## src/rtl/logic_unit_pkg.sv

```systemverilog
// Shared types for the bitwise logic unit: op encoding, buffer depth, per-entry flags.
package logic_unit_pkg;

  localparam int LU_DEPTH = 2;

  typedef enum logic [2:0] {
    OP_AND    = 3'd0,
    OP_OR     = 3'd1,
    OP_XOR    = 3'd2,
    OP_NAND   = 3'd3,
    OP_NOR    = 3'd4,
    OP_XNOR   = 3'd5,
    OP_PASS_A = 3'd6,
    OP_NOT_A  = 3'd7
  } op_e;

  typedef struct packed {
    logic zero;
    logic sign;
  } lu_flags_t;

endpackage

```

## src/rtl/logic_op_core.sv

```systemverilog
// Combinational WIDTH-bit logic function: y = f(op, a, b).
module logic_op_core
  import logic_unit_pkg::*;
#(
  parameter int WIDTH = 8
) (
  input  logic [2:0]       op_i,
  input  logic [WIDTH-1:0] a_i,
  input  logic [WIDTH-1:0] b_i,
  output logic [WIDTH-1:0] y_o
);

  always_comb begin
    y_o = '0;
    case (op_e'(op_i))
      OP_AND:    y_o = a_i & b_i;
      OP_OR:     y_o = a_i | b_i;
      OP_XOR:    y_o = a_i ^ b_i;
      OP_NAND:   y_o = ~(a_i & b_i);
      OP_NOR:    y_o = ~(a_i | b_i);
      OP_XNOR:   y_o = ~(a_i ^ b_i);
      OP_PASS_A: y_o = a_i;
      OP_NOT_A:  y_o = ~a_i;
      default:   y_o = '0;
    endcase
  end

endmodule

```

## src/rtl/logic_unit.sv

```systemverilog
// Bitwise logic unit with a 2-entry FIFO result buffer and valid/ready on both sides.
// Optional zero/sign flag storage is enabled by defining LOGIC_UNIT_FLAGS_EN.
module logic_unit
  import logic_unit_pkg::*;
#(
  parameter int WIDTH = 8,
  parameter int DEPTH = 2
) (
  input  logic             clk,
  input  logic             rst_n,
  input  logic             in_valid,
  output logic             in_ready,
  input  logic [2:0]       op,
  input  logic [WIDTH-1:0] a,
  input  logic [WIDTH-1:0] b,
  output logic             out_valid,
  input  logic             out_ready,
  output logic [WIDTH-1:0] y,
  output logic             zero,
  output logic             sign
);

  if (DEPTH != LU_DEPTH) begin : g_depth_chk
    $error("logic_unit: DEPTH must be 2");
  end

  logic [WIDTH-1:0] res;

  logic_op_core #(.WIDTH(WIDTH)) u_core (
    .op_i (op),
    .a_i  (a),
    .b_i  (b),
    .y_o  (res)
  );

  logic [LU_DEPTH-1:0][WIDTH-1:0] data_q, data_d;
  logic       wr_q, wr_d, rd_q, rd_d;
  logic [1:0] cnt_q, cnt_d;
  logic [WIDTH-1:0] y_q, y_d;
  logic push, pop;

  assign in_ready  = (cnt_q != 2'd2);
  assign out_valid = (cnt_q != 2'd0);
  assign push      = in_valid && in_ready;
  assign pop       = out_valid && out_ready;
  assign y         = y_q;

  // Head is re-registered so outputs hold their last value once the buffer drains.
  always_comb begin
    data_d = data_q;
    wr_d   = wr_q;
    rd_d   = rd_q;
    cnt_d  = cnt_q;
    if (push) begin
      data_d[wr_q] = res;
      wr_d         = ~wr_q;
    end
    if (pop) rd_d = ~rd_q;
    case ({push, pop})
      2'b10:   cnt_d = cnt_q + 2'd1;
      2'b01:   cnt_d = cnt_q - 2'd1;
      default: cnt_d = cnt_q;
    endcase
    y_d = (cnt_d != 2'd0) ? data_d[rd_d] : y_q;
  end

  always_ff @(posedge clk or negedge rst_n) begin
    if (!rst_n) begin
      data_q <= '0;
      wr_q   <= 1'b0;
      rd_q   <= 1'b0;
      cnt_q  <= 2'd0;
      y_q    <= '0;
    end else begin
      data_q <= data_d;
      wr_q   <= wr_d;
      rd_q   <= rd_d;
      cnt_q  <= cnt_d;
      y_q    <= y_d;
    end
  end

`ifdef LOGIC_UNIT_FLAGS_EN
  lu_flags_t [LU_DEPTH-1:0] flg_q, flg_d;
  lu_flags_t res_flg, hd_q, hd_d;

  always_comb begin
    res_flg.zero = (res == '0);
    res_flg.sign = res[WIDTH-1];
    flg_d = flg_q;
    if (push) flg_d[wr_q] = res_flg;
    hd_d = (cnt_d != 2'd0) ? flg_d[rd_d] : hd_q;
  end

  always_ff @(posedge clk or negedge rst_n) begin
    if (!rst_n) begin
      flg_q <= '0;
      hd_q  <= '0;
    end else begin
      flg_q <= flg_d;
      hd_q  <= hd_d;
    end
  end

  assign zero = hd_q.zero;
  assign sign = hd_q.sign;
`else
  assign zero = 1'b0;
  assign sign = 1'b0;
`endif

  a_cnt_range: assert property (@(posedge clk) disable iff (!rst_n) cnt_q <= 2'd2);

endmodule

```

## config.mk

```make
export PLATFORM = sky130hd
export DESIGN_NAME = logic_unit
export DESIGN_NICKNAME = d
export VERILOG_FILES = /design/src/rtl/logic_unit_pkg.sv /design/src/rtl/logic_op_core.sv /design/src/rtl/logic_unit.sv
export SDC_FILE = /design/constraint.sdc
export NUM_CORES = 1
export LEC_CHECK = 0
export ABC_AREA = 1
export ABC_CLOCK_PERIOD_IN_PS = 2000
export CELL_PAD_IN_SITES_DETAIL_PLACEMENT = 0
export CELL_PAD_IN_SITES_GLOBAL_PLACEMENT = 1
export CORE_UTILIZATION = 25
export DETAILED_ROUTE_END_ITERATION = 16
export GPL_TIMING_DRIVEN = 0
export PLACE_DENSITY = 0.62
export SYNTH_ARGS = -nofsm -noshare
export SYNTH_HDL_FRONTEND = slang
export SYNTH_SLANG_ARGS = --single-unit
```

## constraint.sdc

```tcl
create_clock -name clk -period 2 [get_ports clk]
set_input_delay 0.4 -clock clk [delete_from_list [all_inputs] [get_ports clk]]
set_output_delay 0.4 -clock clk [all_outputs]
set_load 0.05 [all_outputs]
```

== Word-level counts from Yosys, hierarchy flattened ==
Index checks and enable logic that the tools add are counted.
W data, S select, Z words.

* Word-level logic and storage cells: 45
* Flip-flop bits (word level): 28
* Output and inout bits: 12
* Input port bits: 23

* Bitwise logic cells: 9
* Equal/unequal tests: 10
* Reduce and logical (&&, ||, !) cells: 6
* Multiplexer cells: 9
* Add/subtract/negate cells: 2
* Magnitude comparators: 3

{| class="wikitable"
|+ Operator list
! cell !! number
|-
| $pmux W8 S8 || 1
|-
| $not A8 Y8 || 4
|-
| $mux W8 || 3
|-
| $bwmux W16 || 1
|-
| $mux W16 || 1
|-
| $eq A3 B3 Y1 const B || 4
|-
| $and A8 B8 Y8 || 1
|-
| $demux W8 S1 || 1
|-
| $or A8 B8 Y8 || 1
|-
| $xor A8 B8 Y8 || 1
|-
| $eq A3 B2 Y1 const B || 2
|-
| $lt A1 B2 Y1 const B || 2
|-
| $pmux W2 S2 || 1
|-
| $reduce_bool A2 Y1 || 2
|-
| $eq A3 B1 Y1 const B || 1
|-
| $logic_and A1 B1 Y1 || 3
|-
| $logic_not A3 Y1 || 1
|-
| $add A2 B1 Y2 const B || 1
|-
| $eq A2 B1 Y1 const B || 1
|-
| $eq A2 B2 Y1 const B || 1
|-
| $ne A2 B2 Y1 const B || 1
|-
| $not A1 Y1 || 2
|-
| $sub A2 B1 Y2 const B || 1
|-
| $ge A1 B1 Y1 const B || 1
|-
| $mux W1 || 1
|}

== Logic depth before layout (Yosys ltp) ==
Gate-level depths: netlist (run 1).

* Depth after elaboration: 8
* Depth in mapped cells: 13

== Modules after synthesis ==
From an unflattened synthesis (run 1), not the netlist that was laid out.

* Cell total of the unflattened synthesis: 377
* Area, all modules: 2,462.4 µm²

{| class="wikitable"
|+ Modules (own cells, without submodules)
! module !! cells an instance !! times used !! area each (µm²)
|-
| logic_unit || 209 || 1 || 1,541.5
|-
| logic_op_core || 168 || 1 || 920.9
|}

== Worst setup path before layout (run 1) ==
OpenSTA, ideal clock, no wires.

* Path type: reg2reg
* Start point: reg cnt_q[0]
* End point: reg y_q[0] (netlist: y[0])
* Slack: -0.229 ns
* Arrival: 2.111 ns
* Buffers on the path: 0
* Stages on the path, launching flop included: 14
* Path through: dfrtp_1 inv_2 nand2_1 nand2_2 inv_1 ha_1 inv_1 nand2_1 nor2_1 xor2_1 nor2_2 inv_2 nand3_1 nand2_1

* Word-level cells in the longest chain between the ends: 5
* Elaborated cells between the ends (all ways): 14
* Those cells by class: add/sub: 2; eq/ne: 3; mux: 5; reduce/logical: 4

{| class="wikitable"
|+ Ends and longest elaborated chain
! what !! RTL line !! text
|-
| from (decl) || logic_unit.sv:38 || <nowiki>logic [1:0] cnt_q, cnt_d;</nowiki>
|-
| from (signal assigned) || logic_unit.sv:78 || <nowiki>cnt_q <= cnt_d;</nowiki>
|-
| $reduce_bool A2 Y1 (*) || logic_unit.sv:43 || <nowiki>assign out_valid = (cnt_q != 2'd0);</nowiki>
|-
| net out_valid || logic_unit.sv:16 || <nowiki>output logic out_valid,</nowiki>
|-
| $logic_and A1 B1 Y1 (*) || logic_unit.sv:45 || <nowiki>assign pop = out_valid && out_ready;</nowiki>
|-
| $eq A2 B1 Y1 or $eq A2 B2 Y1 (tied branches) || logic_unit.sv:59 || <nowiki>case ({push, pop})</nowiki>
|-
| $pmux W2 S2 (*) || logic_unit.sv:59 ||
|-
| net cnt_d[1] || logic_unit.sv:38 ||
|-
| $reduce_bool A2 Y1 (*) || logic_unit.sv:64 || <nowiki>y_d = (cnt_d != 2'd0) ? data_d[rd_d] : y_q;</nowiki>
|-
| to (signal assigned) || logic_unit.sv:79 || <nowiki>y_q <= y_d;</nowiki>
|-
| to (decl) || logic_unit.sv:39 || <nowiki>logic [WIDTH-1:0] y_q, y_d;</nowiki>
|}

Mark *: on every way through the listed nets, which the timed path passes. The rest lies on a longest branch. The select of a mux whose other input is x is not followed.
A chain may end at the register's enable or synchronous reset.

== Worst setup path after layout (run 1) ==
* Start point: in in_valid
* End point: reg y_q[2] (netlist: y[2])

* Word-level cells in the longest chain between the ends: 4
* Elaborated cells between the ends (all ways): 8
* Those cells by class: eq/ne: 2; mux: 4; reduce/logical: 2

{| class="wikitable"
|+ Ends and longest elaborated chain
! what !! RTL line !! text
|-
| from (decl) || logic_unit.sv:11 || <nowiki>input logic in_valid,</nowiki>
|-
| $logic_and A1 B1 Y1 (*) || logic_unit.sv:44 || <nowiki>assign push = in_valid && in_ready;</nowiki>
|-
| $eq A2 B1 Y1 or $eq A2 B2 Y1 (tied branches) || logic_unit.sv:59 ||
|-
| $pmux W2 S2 (*) || logic_unit.sv:59 ||
|-
| net cnt_d[1] || logic_unit.sv:38 ||
|-
| $reduce_bool A2 Y1 (*) || logic_unit.sv:64 ||
|}

Marked as above.

==> run metrics, run 1 <==
simple-gate share of the synthesized area=around 45%; wire length after detailed routing=slightly above 6000 um; wire length of the first global-routing pass=slightly below 10,000 um; overall die width=slightly below 100 um; nets@finish=slightly above 400; drt wl/cell=between 10 and 15 um; leading cell type by number of instances after synthesis=sky130_fd_sc_hd__nand2_1; Crit. Startpoint=in_valid; main flop type after synthesis=sky130_fd_sc_hd__dfrtp_1; Detailed Place HPWL=about 4200 um; arrival time of data at the critical path endpoint=roughly 2100 ps; detailed router's first-iteration violation count=85; number of buffers added on ports=31; synth cell count leaders=sky130_fd_sc_hd__nand2_1, sky130_fd_sc_hd__nand3_1, sky130_fd_sc_hd__inv_1; count of endpoints failing setup in the final report=0; post-synthesis register bit count=28; kind of capture point of the worst setup path=flip-flop; synth top area cells=sky130_fd_sc_hd__dfrtp_1, sky130_fd_sc_hd__nand2_1, sky130_fd_sc_hd__nand3_1, sky130_fd_sc_hd__ha_1, sky130_fd_sc_hd__inv_1; met1 track utilization from global routing=approximately a fifth; initial cell density of the core=roughly 26%; type of the worst setup path=primary input to flip-flop; residual DRC count=0; number of maximum-capacitance violations=0; count of cells along the worst register-to-register path=13; non-filler cells, final=479; All-Layer GR Usage=between 10% and 20%; netlist area before placement=about 2200 um^2; synthesis-to-layout area growth=28.7%; number of antenna violations at the first check in global routing=0; core area=between 8000 and 9000 um^2; destination of the worst register-to-register timing path=y[2]$_DFFE_PN0P_; startpoint types=primary input; Boundary Pins=35; count of clock tree sinks=28; met3 routing resource usage after global routing=2.53%; post-synthesis mux area share=0%; final hold slack=~140 ps; mean instance size in the synthesized netlist=6.73 um^2; clock tree from TritonCTS=built; status=finished clean; class of the most critical hold timing path=primary input to async pin; pre-CTS setup slack=-544 ps; yosys synthesis warning count=0; maximum net fanout on the critical path=8; Inserted Clock Buffers=3; total overflow reported by the global router=0; vertical die dimension=between 90 and 100 um; area of the die=9260 um^2; Skew-Pair Late Insertion Delay=270 ps; H-tree levels=1; post-route clock period utilization=between 90% and 100%; clock skew=3.97 ps; portion of the post-synthesis area used by sequential elements=about a third; max_slew headroom=around 57%; Hold Fails Final Rpt=0; router iterations before antenna repair=6; reg-to-reg critical path startpoint=cnt_q[1]$_DFF_PN0_; grt met2 use=roughly a quarter; number of global-route vias before repair=about 2,100; maximum number of pins on one net before global-route repair=29; ratio of cells with drive above 1 in the final layout=12.1%; count of placed standard cells including taps=between 400 and 500; share of async-settable or async-resettable flops after synthesis=100%; Via Count=2,153; antenna diode count=0; row count=34; share of the synthesized netlist area taken by xor and xnor gates=2.03%; fraction of synthesized cell area taken by the top area cell type=31.6%; Synth Area in Adders=under 10%; transition time of the tightest slew-check pin=642 ps; number of cells produced by synthesis=between 300 and 400; leakage power of the design=1.59 nW; Reg2Reg Setup Slack=~110 ps; via density per instance=roughly 4.5; Hold-fix buffers, CTS=0; Data required, critical path=2220 ps; VDD IR max=roughly 0.41 mV; Most Crowded Layer GR=met2; number of enable flip-flop cells after synthesis=0; setup slack after layout=93.6 ps; Max Slew Vio Count=0; largest area contributor in the synthesized netlist=sky130_fd_sc_hd__dfrtp_1; PwrDens=between 1000 and 1500 nW/um^2; Final ANT Viol Nets=0; maximum count of clock buffers along a single path=2; main combinational cell family by area after synthesis=simple AND/OR/NAND/NOR gates; clock period minus worst slack=about 1900 ps; Routability Congestion=around 0.76; maximum operating frequency=about 0.52 GHz; clock root buffer=sky130_fd_sc_hd__clkbuf_8; clock-pin transition on the worst setup and hold timing paths=~100 ps; Cell variety after synth=21; synthesized-area fraction occupied by ao, oa, aoi and oai cells=0%; setup repair after global routing missed its margin=yes
-- cells in the final DEF, fill, tap and decap left out, types with 6 or more instances in the layout --
cell and n:
sky130_fd_sc_hd__clkdlybuf4s50_1 21, sky130_fd_sc_hd__inv_2 6, sky130_fd_sc_hd__ha_1 16, sky130_fd_sc_hd__buf_4 8
sky130_fd_sc_hd__dfrtp_1 27, sky130_fd_sc_hd__nand4_1 24, sky130_fd_sc_hd__nand3_1 48, sky130_fd_sc_hd__nor2_4 6
sky130_fd_sc_hd__dlymetal6s2s_1 7, sky130_fd_sc_hd__nor2_1 25, sky130_fd_sc_hd__inv_1 44, sky130_fd_sc_hd__nand2_1 109
-- routing by layer --
layer  up-vias  wire length, um
met4         0               57
li1       1122                -
met2        28             2830
met5         -                0
met1       999             3010
met3         4              186
-- cell families (layout without fill, tap and decap cells) --
| kind of cell | Yosys count | after routing |
|---|---|---|
| XOR/XNOR | 3 | 3 |
| adder cells (fa/ha/maj) | 17 | 17 |
| buffers and inverters | 62 | 102 |
| flip-flops | 28 | 28 |
| other | 1 | 2 |
| AND/OR/NAND/NOR | 219 | 219 |
-- where the power goes --
part           switching, mW  internal (mW)  leakage [nW]
Sequential             0.136          0.848         0.347
Combinational           1.44          0.775          1.21
Clock                  0.177          0.176        0.0288
Total                   1.75           1.80          1.59
-- worst max-delay path by stage --
stage,endpoint,slack [ps],cells past startpoint
floorplan,y[0]$_DFFE_PN0P_,10,13
global placement,y[2]$_DFFE_PN0P_,-540,11
detailed placement,y[2]$_DFFE_PN0P_,-540,11
CTS,y[2]$_DFFE_PN0P_,4,11
global route,y[0]$_DFFE_PN0P_,-10,13
finish,y[2]$_DFFE_PN0P_,90,11
-- registers in the layout, summed over array words and instances, names as in the netlist --
register  flops
y             8
data_q       16
cnt_q         2
rd_q          1
wr_q          1
-- layout make-up --
type                    instances  area [um^2]
multi-input cells             241         1330
flip-flops and latches         28          702
plain buffers                  10         72.6
fillers                       946         5820
well taps                     108          135
clock buffers                   4         55.1
inverters                      52          200
repair buffers                 36          362
-- worst max-delay path: stages --
cell	delay (ps)
sky130_fd_sc_hd__clkdlybuf4s50_1	500
sky130_fd_sc_hd__nand2_4	100
sky130_fd_sc_hd__ha_4	250
sky130_fd_sc_hd__inv_1	50
sky130_fd_sc_hd__nand2_1	50
sky130_fd_sc_hd__nor2_2	140
sky130_fd_sc_hd__xor2_2	230
sky130_fd_sc_hd__nor2_4	80
sky130_fd_sc_hd__inv_4	120
sky130_fd_sc_hd__nand3_1	120
sky130_fd_sc_hd__nand2_1	70
-- per-stage QoR --
| step | cell area (um^2) | utilization, % | setup TNS (ps) | total power, mW |
|---|---|---|---|---|
| floorplan | 2240 | - | 0 | 2.43 |
| global placement | 2690 | 31.0 | -6110 | 3.02 |
| detailed placement | 2690 | 31.0 | -6380 | 3.03 |
| CTS | 2770 | 31.9 | 0 | 3.49 |
| global route | 2860 | 32.9 | -21.8 | 3.89 |
| finish | 2860 | 32.9 | 0 | 3.55 |
-- what timing repair did --
item                                    in CTS  in global routing
resized for setup                            8                 16
setup buffers                                1                  4
pin swaps                                    2                  4
gates cloned                                 0                  0
endpoints found under the setup margin      10                  8
Note: power is estimated with default switching activity, not from simulation.
==> inputs of run 2 (changes only) <==
--- a/config.mk
+++ b/config.mk
@@ -13,6 +13,7 @@
 export DETAILED_ROUTE_END_ITERATION = 16
 export GPL_TIMING_DRIVEN = 0
 export PLACE_DENSITY = 0.62
+export REMOVE_ABC_BUFFERS = 1
 export SYNTH_ARGS = -nofsm -noshare
 export SYNTH_HDL_FRONTEND = slang
 export SYNTH_SLANG_ARGS = --single-unit
==> run metrics, run 2 (same netlist as run 1, synthesis figures left out) <==
status=finished clean (unchanged); Skew-Pair Late Insertion Delay=270 ps (about the same); clock period minus worst slack=1860 ps (was 1910 ps); Data required, critical path=2160 ps (was 2220 ps); H-tree levels=1 (unchanged); Max Slew Vio Count=0 (unchanged); destination of the worst register-to-register timing path=y[4]$_DFFE_PN0P_ (was y[2]$_DFFE_PN0P_); highest-count cells in the layout ignoring fill and taps=sky130_fd_sc_hd__nand2_1, sky130_fd_sc_hd__nand3_1, sky130_fd_sc_hd__inv_1 (unchanged); clock root buffer=sky130_fd_sc_hd__clkbuf_8 (unchanged); max_slew headroom=57.2% (about the same); synthesis-to-layout area growth=23.8% (was 28.7%); setup slack after layout=142 ps (was 93.6 ps); longest individual stage delay on the worst path=530 ps (was 500 ps); clock skew=8.54 ps (was 3.97 ps); router iterations before antenna repair=4 (was 6); ratio of cells with drive above 1 in the final layout=10.0% (was 12.1%); maximum operating frequency=0.538 GHz (was 0.525 GHz); overall die width=96.2 um (unchanged); wire length of the first global-routing pass=9040 um (was 9840 um); Reg2Reg Setup Slack=140 ps (was 110 ps); pre-CTS setup slack=-902 ps (was -544 ps); number of antenna violations at the first check in global routing=0 (unchanged); master of the slowest instance on the critical path=sky130_fd_sc_hd__clkdlybuf4s50_1 (unchanged); Final ANT Viol Nets=0 (unchanged); total overflow reported by the global router=0 (unchanged); PwrDens=1240 nW/um^2 (about the same); area of the die=9260 um^2 (unchanged); reg-to-reg critical path startpoint=cnt_q[1]$_DFF_PN0_ (unchanged); row count=34 (unchanged); nets@finish=401 (was 412); Inserted Clock Buffers=3 (unchanged); core area=8680 um^2 (unchanged); maximum number of pins on one net before global-route repair=29 (unchanged); register name with the most flops=data_q (unchanged); count of endpoints failing setup in the final report=0 (unchanged); antenna diode count=0 (unchanged); vertical die dimension=96.2 um (unchanged); All-Layer GR Usage=12.8% (was 14.0%); detailed router's first-iteration violation count=102 (was 85); class of the most critical hold timing path=primary input to async pin (unchanged); maximum count of clock buffers along a single path=2 (unchanged); count of cells along the worst register-to-register path=13 (unchanged); cell family with the largest share of critical-path delay=simple AND/OR/NAND/NOR gates (was buffers and inverters); Detailed Place HPWL=3920 um (was 4200 um); Buffers & Inverters on Critical Path=3 (unchanged); number of global-route vias before repair=1,816 (was 2,085); maximum net fanout on the critical path=4 (was 8); count of cell instances traversed by the critical path=12 (was 11); number of flip-flops in the largest register=16 (unchanged); arrival time of data at the critical path endpoint=2020 ps (was 2130 ps); type of the worst setup path=primary input to flip-flop (unchanged); count of clock tree sinks=28 (unchanged); number of maximum-capacitance violations=0 (unchanged); wire length after detailed routing=5630 um (was 6090 um); transition time of the tightest slew-check pin=642 ps (about the same); clock tree from TritonCTS=built (unchanged); Routability Congestion=0.794 (was 0.759); Hold Fails Final Rpt=0 (unchanged); Boundary Pins=35 (unchanged); initial cell density of the core=25.6% (unchanged); drt wl/cell=12.1 um (was 12.7 um); leakage power of the design=1.53 nW (was 1.59 nW); setup repair after global routing missed its margin=no (was yes); kind of capture point of the worst setup path=flip-flop (unchanged); post-route clock period utilization=92.9% (was 95.3%); critical-path cell list=clkdlybuf4s50_1 > inv_1 > ha_1 > inv_1 > nand4_1 > nand2_1 > nor2_1 > nand3_1 > nand2_1 > nand3_1 > nand3_1 > nand2_1 (was clkdlybuf4s50_1 > nand2_4 > ha_4 > inv_1 > nand2_1 > nor2_2 > xor2_2 > nor2_4 > inv_4 > nand3_1 > nand2_1); via density per instance=4.43 (was 4.49); Via Count=2,068 (was 2,153); timing endpoint of the critical path=y[3]$_DFFE_PN0P_ (was y[2]$_DFFE_PN0P_); number of buffers added on ports=32 (was 31); most frequent standard cell in the layout excluding fill and tap cells=sky130_fd_sc_hd__nand2_1 (unchanged); Crit. Startpoint=a[3] (was in_valid); residual DRC count=0 (unchanged); final hold slack=141 ps (about the same); clock-pin transition on the worst setup and hold timing paths=90 ps (was 100 ps); startpoint types=primary input (unchanged); VDD IR max=0.401 mV (was 0.414 mV)
==> run 2: changes by cell type in the layout (fill, tap and decap cells not counted), moves of 2 or more <==
cell / delta
sky130_fd_sc_hd__buf_2: -3
sky130_fd_sc_hd__buf_4: -6
sky130_fd_sc_hd__buf_6: -2
sky130_fd_sc_hd__clkdlybuf4s18_2: +2
sky130_fd_sc_hd__clkdlybuf4s50_1: -2
sky130_fd_sc_hd__nand2_2: +3
sky130_fd_sc_hd__nand2_4: -3
sky130_fd_sc_hd__nand3_1: -2
sky130_fd_sc_hd__nand3_2: +3
==> run 2: area by class of cell <==
class	count	area (um^2)
clock buffer	3	41.3
inverter	52	200
fill	959	5930
timing repair buffer	35	352
sequential	28	701
tap	108	135
multi-input combinational	241	1320
==> run 2: worst min path at each step <==
stage / to / depth (start not counted) / start
3_3_place_gp: data_q[11]$_DFF_PN0_ / 2 / data_q[11]$_DFF_PN0_
5_1_grt: cnt_q[1]$_DFF_PN0_ / 1 / rst_n
4_1_cts: data_q[8]$_DFF_PN0_ / 2 / data_q[8]$_DFF_PN0_
6_report: cnt_q[1]$_DFF_PN0_ / 1 / rst_n
3_5_place_dp: data_q[11]$_DFF_PN0_ / 2 / data_q[11]$_DFF_PN0_
2_1_floorplan: cnt_q[0]$_DFF_PN0_ / 0 / rst_n
==> run 2: layer usage <==
layer	GRT usage, %	part of all wire [%]
met1	18.3	49
met2	20.3	47
met3	2.05	2.3
met4	2.74	1.3
met5	0	0
==> run 2: timing repair <==
item / CTS / global route
setup buffers: 3 / 0
gates resized for setup: 17 / 20
endpoints found under the setup margin: 26 / 8
hold buffers: 0 / 0
pin swaps: 3 / 1
cloned: 0 / 0
==> run 2: stage by stage <==
stage | power, mW | cells | instance area (um^2) | TNS, ps | utilization, %
after global placement | 2.97 | 461 | 2610 | -17310 | 30.1
after floorplan | 2.37 | 321 | 2150 | -1830 | -
after detailed placement | 2.99 | 461 | 2610 | -18090 | 30.1
final | 3.41 | 467 | 2750 | 0 | 31.7
after global routing | 3.73 | 467 | 2750 | 0 | 31.7
after CTS | 3.43 | 467 | 2710 | 0 | 31.2
==> run 2: report_power, final <==
part / total [mW] / switching [mW] / leakage (nW) / internal (mW)
combinational: 2.14 / 1.40 / 1.16 / 0.732
sequential: 0.971 / 0.124 / 0.348 / 0.847
clock: 0.298 / 0.163 / 0.0216 / 0.135
==> run 2: worst register-to-register path, cell delays in order, from the launching register on <==
cell and delay (ps):
sky130_fd_sc_hd__dfrtp_1 430, sky130_fd_sc_hd__inv_1 70, sky130_fd_sc_hd__nand2_1 70, sky130_fd_sc_hd__nand2_2 80
sky130_fd_sc_hd__inv_2 50, sky130_fd_sc_hd__ha_4 260, sky130_fd_sc_hd__inv_1 30, sky130_fd_sc_hd__nand2_1 60
sky130_fd_sc_hd__nor2_2 50, sky130_fd_sc_hd__xor2_2 190, sky130_fd_sc_hd__nor2_4 180, sky130_fd_sc_hd__inv_4 90
sky130_fd_sc_hd__nand3_1 120, sky130_fd_sc_hd__nand2_1 60
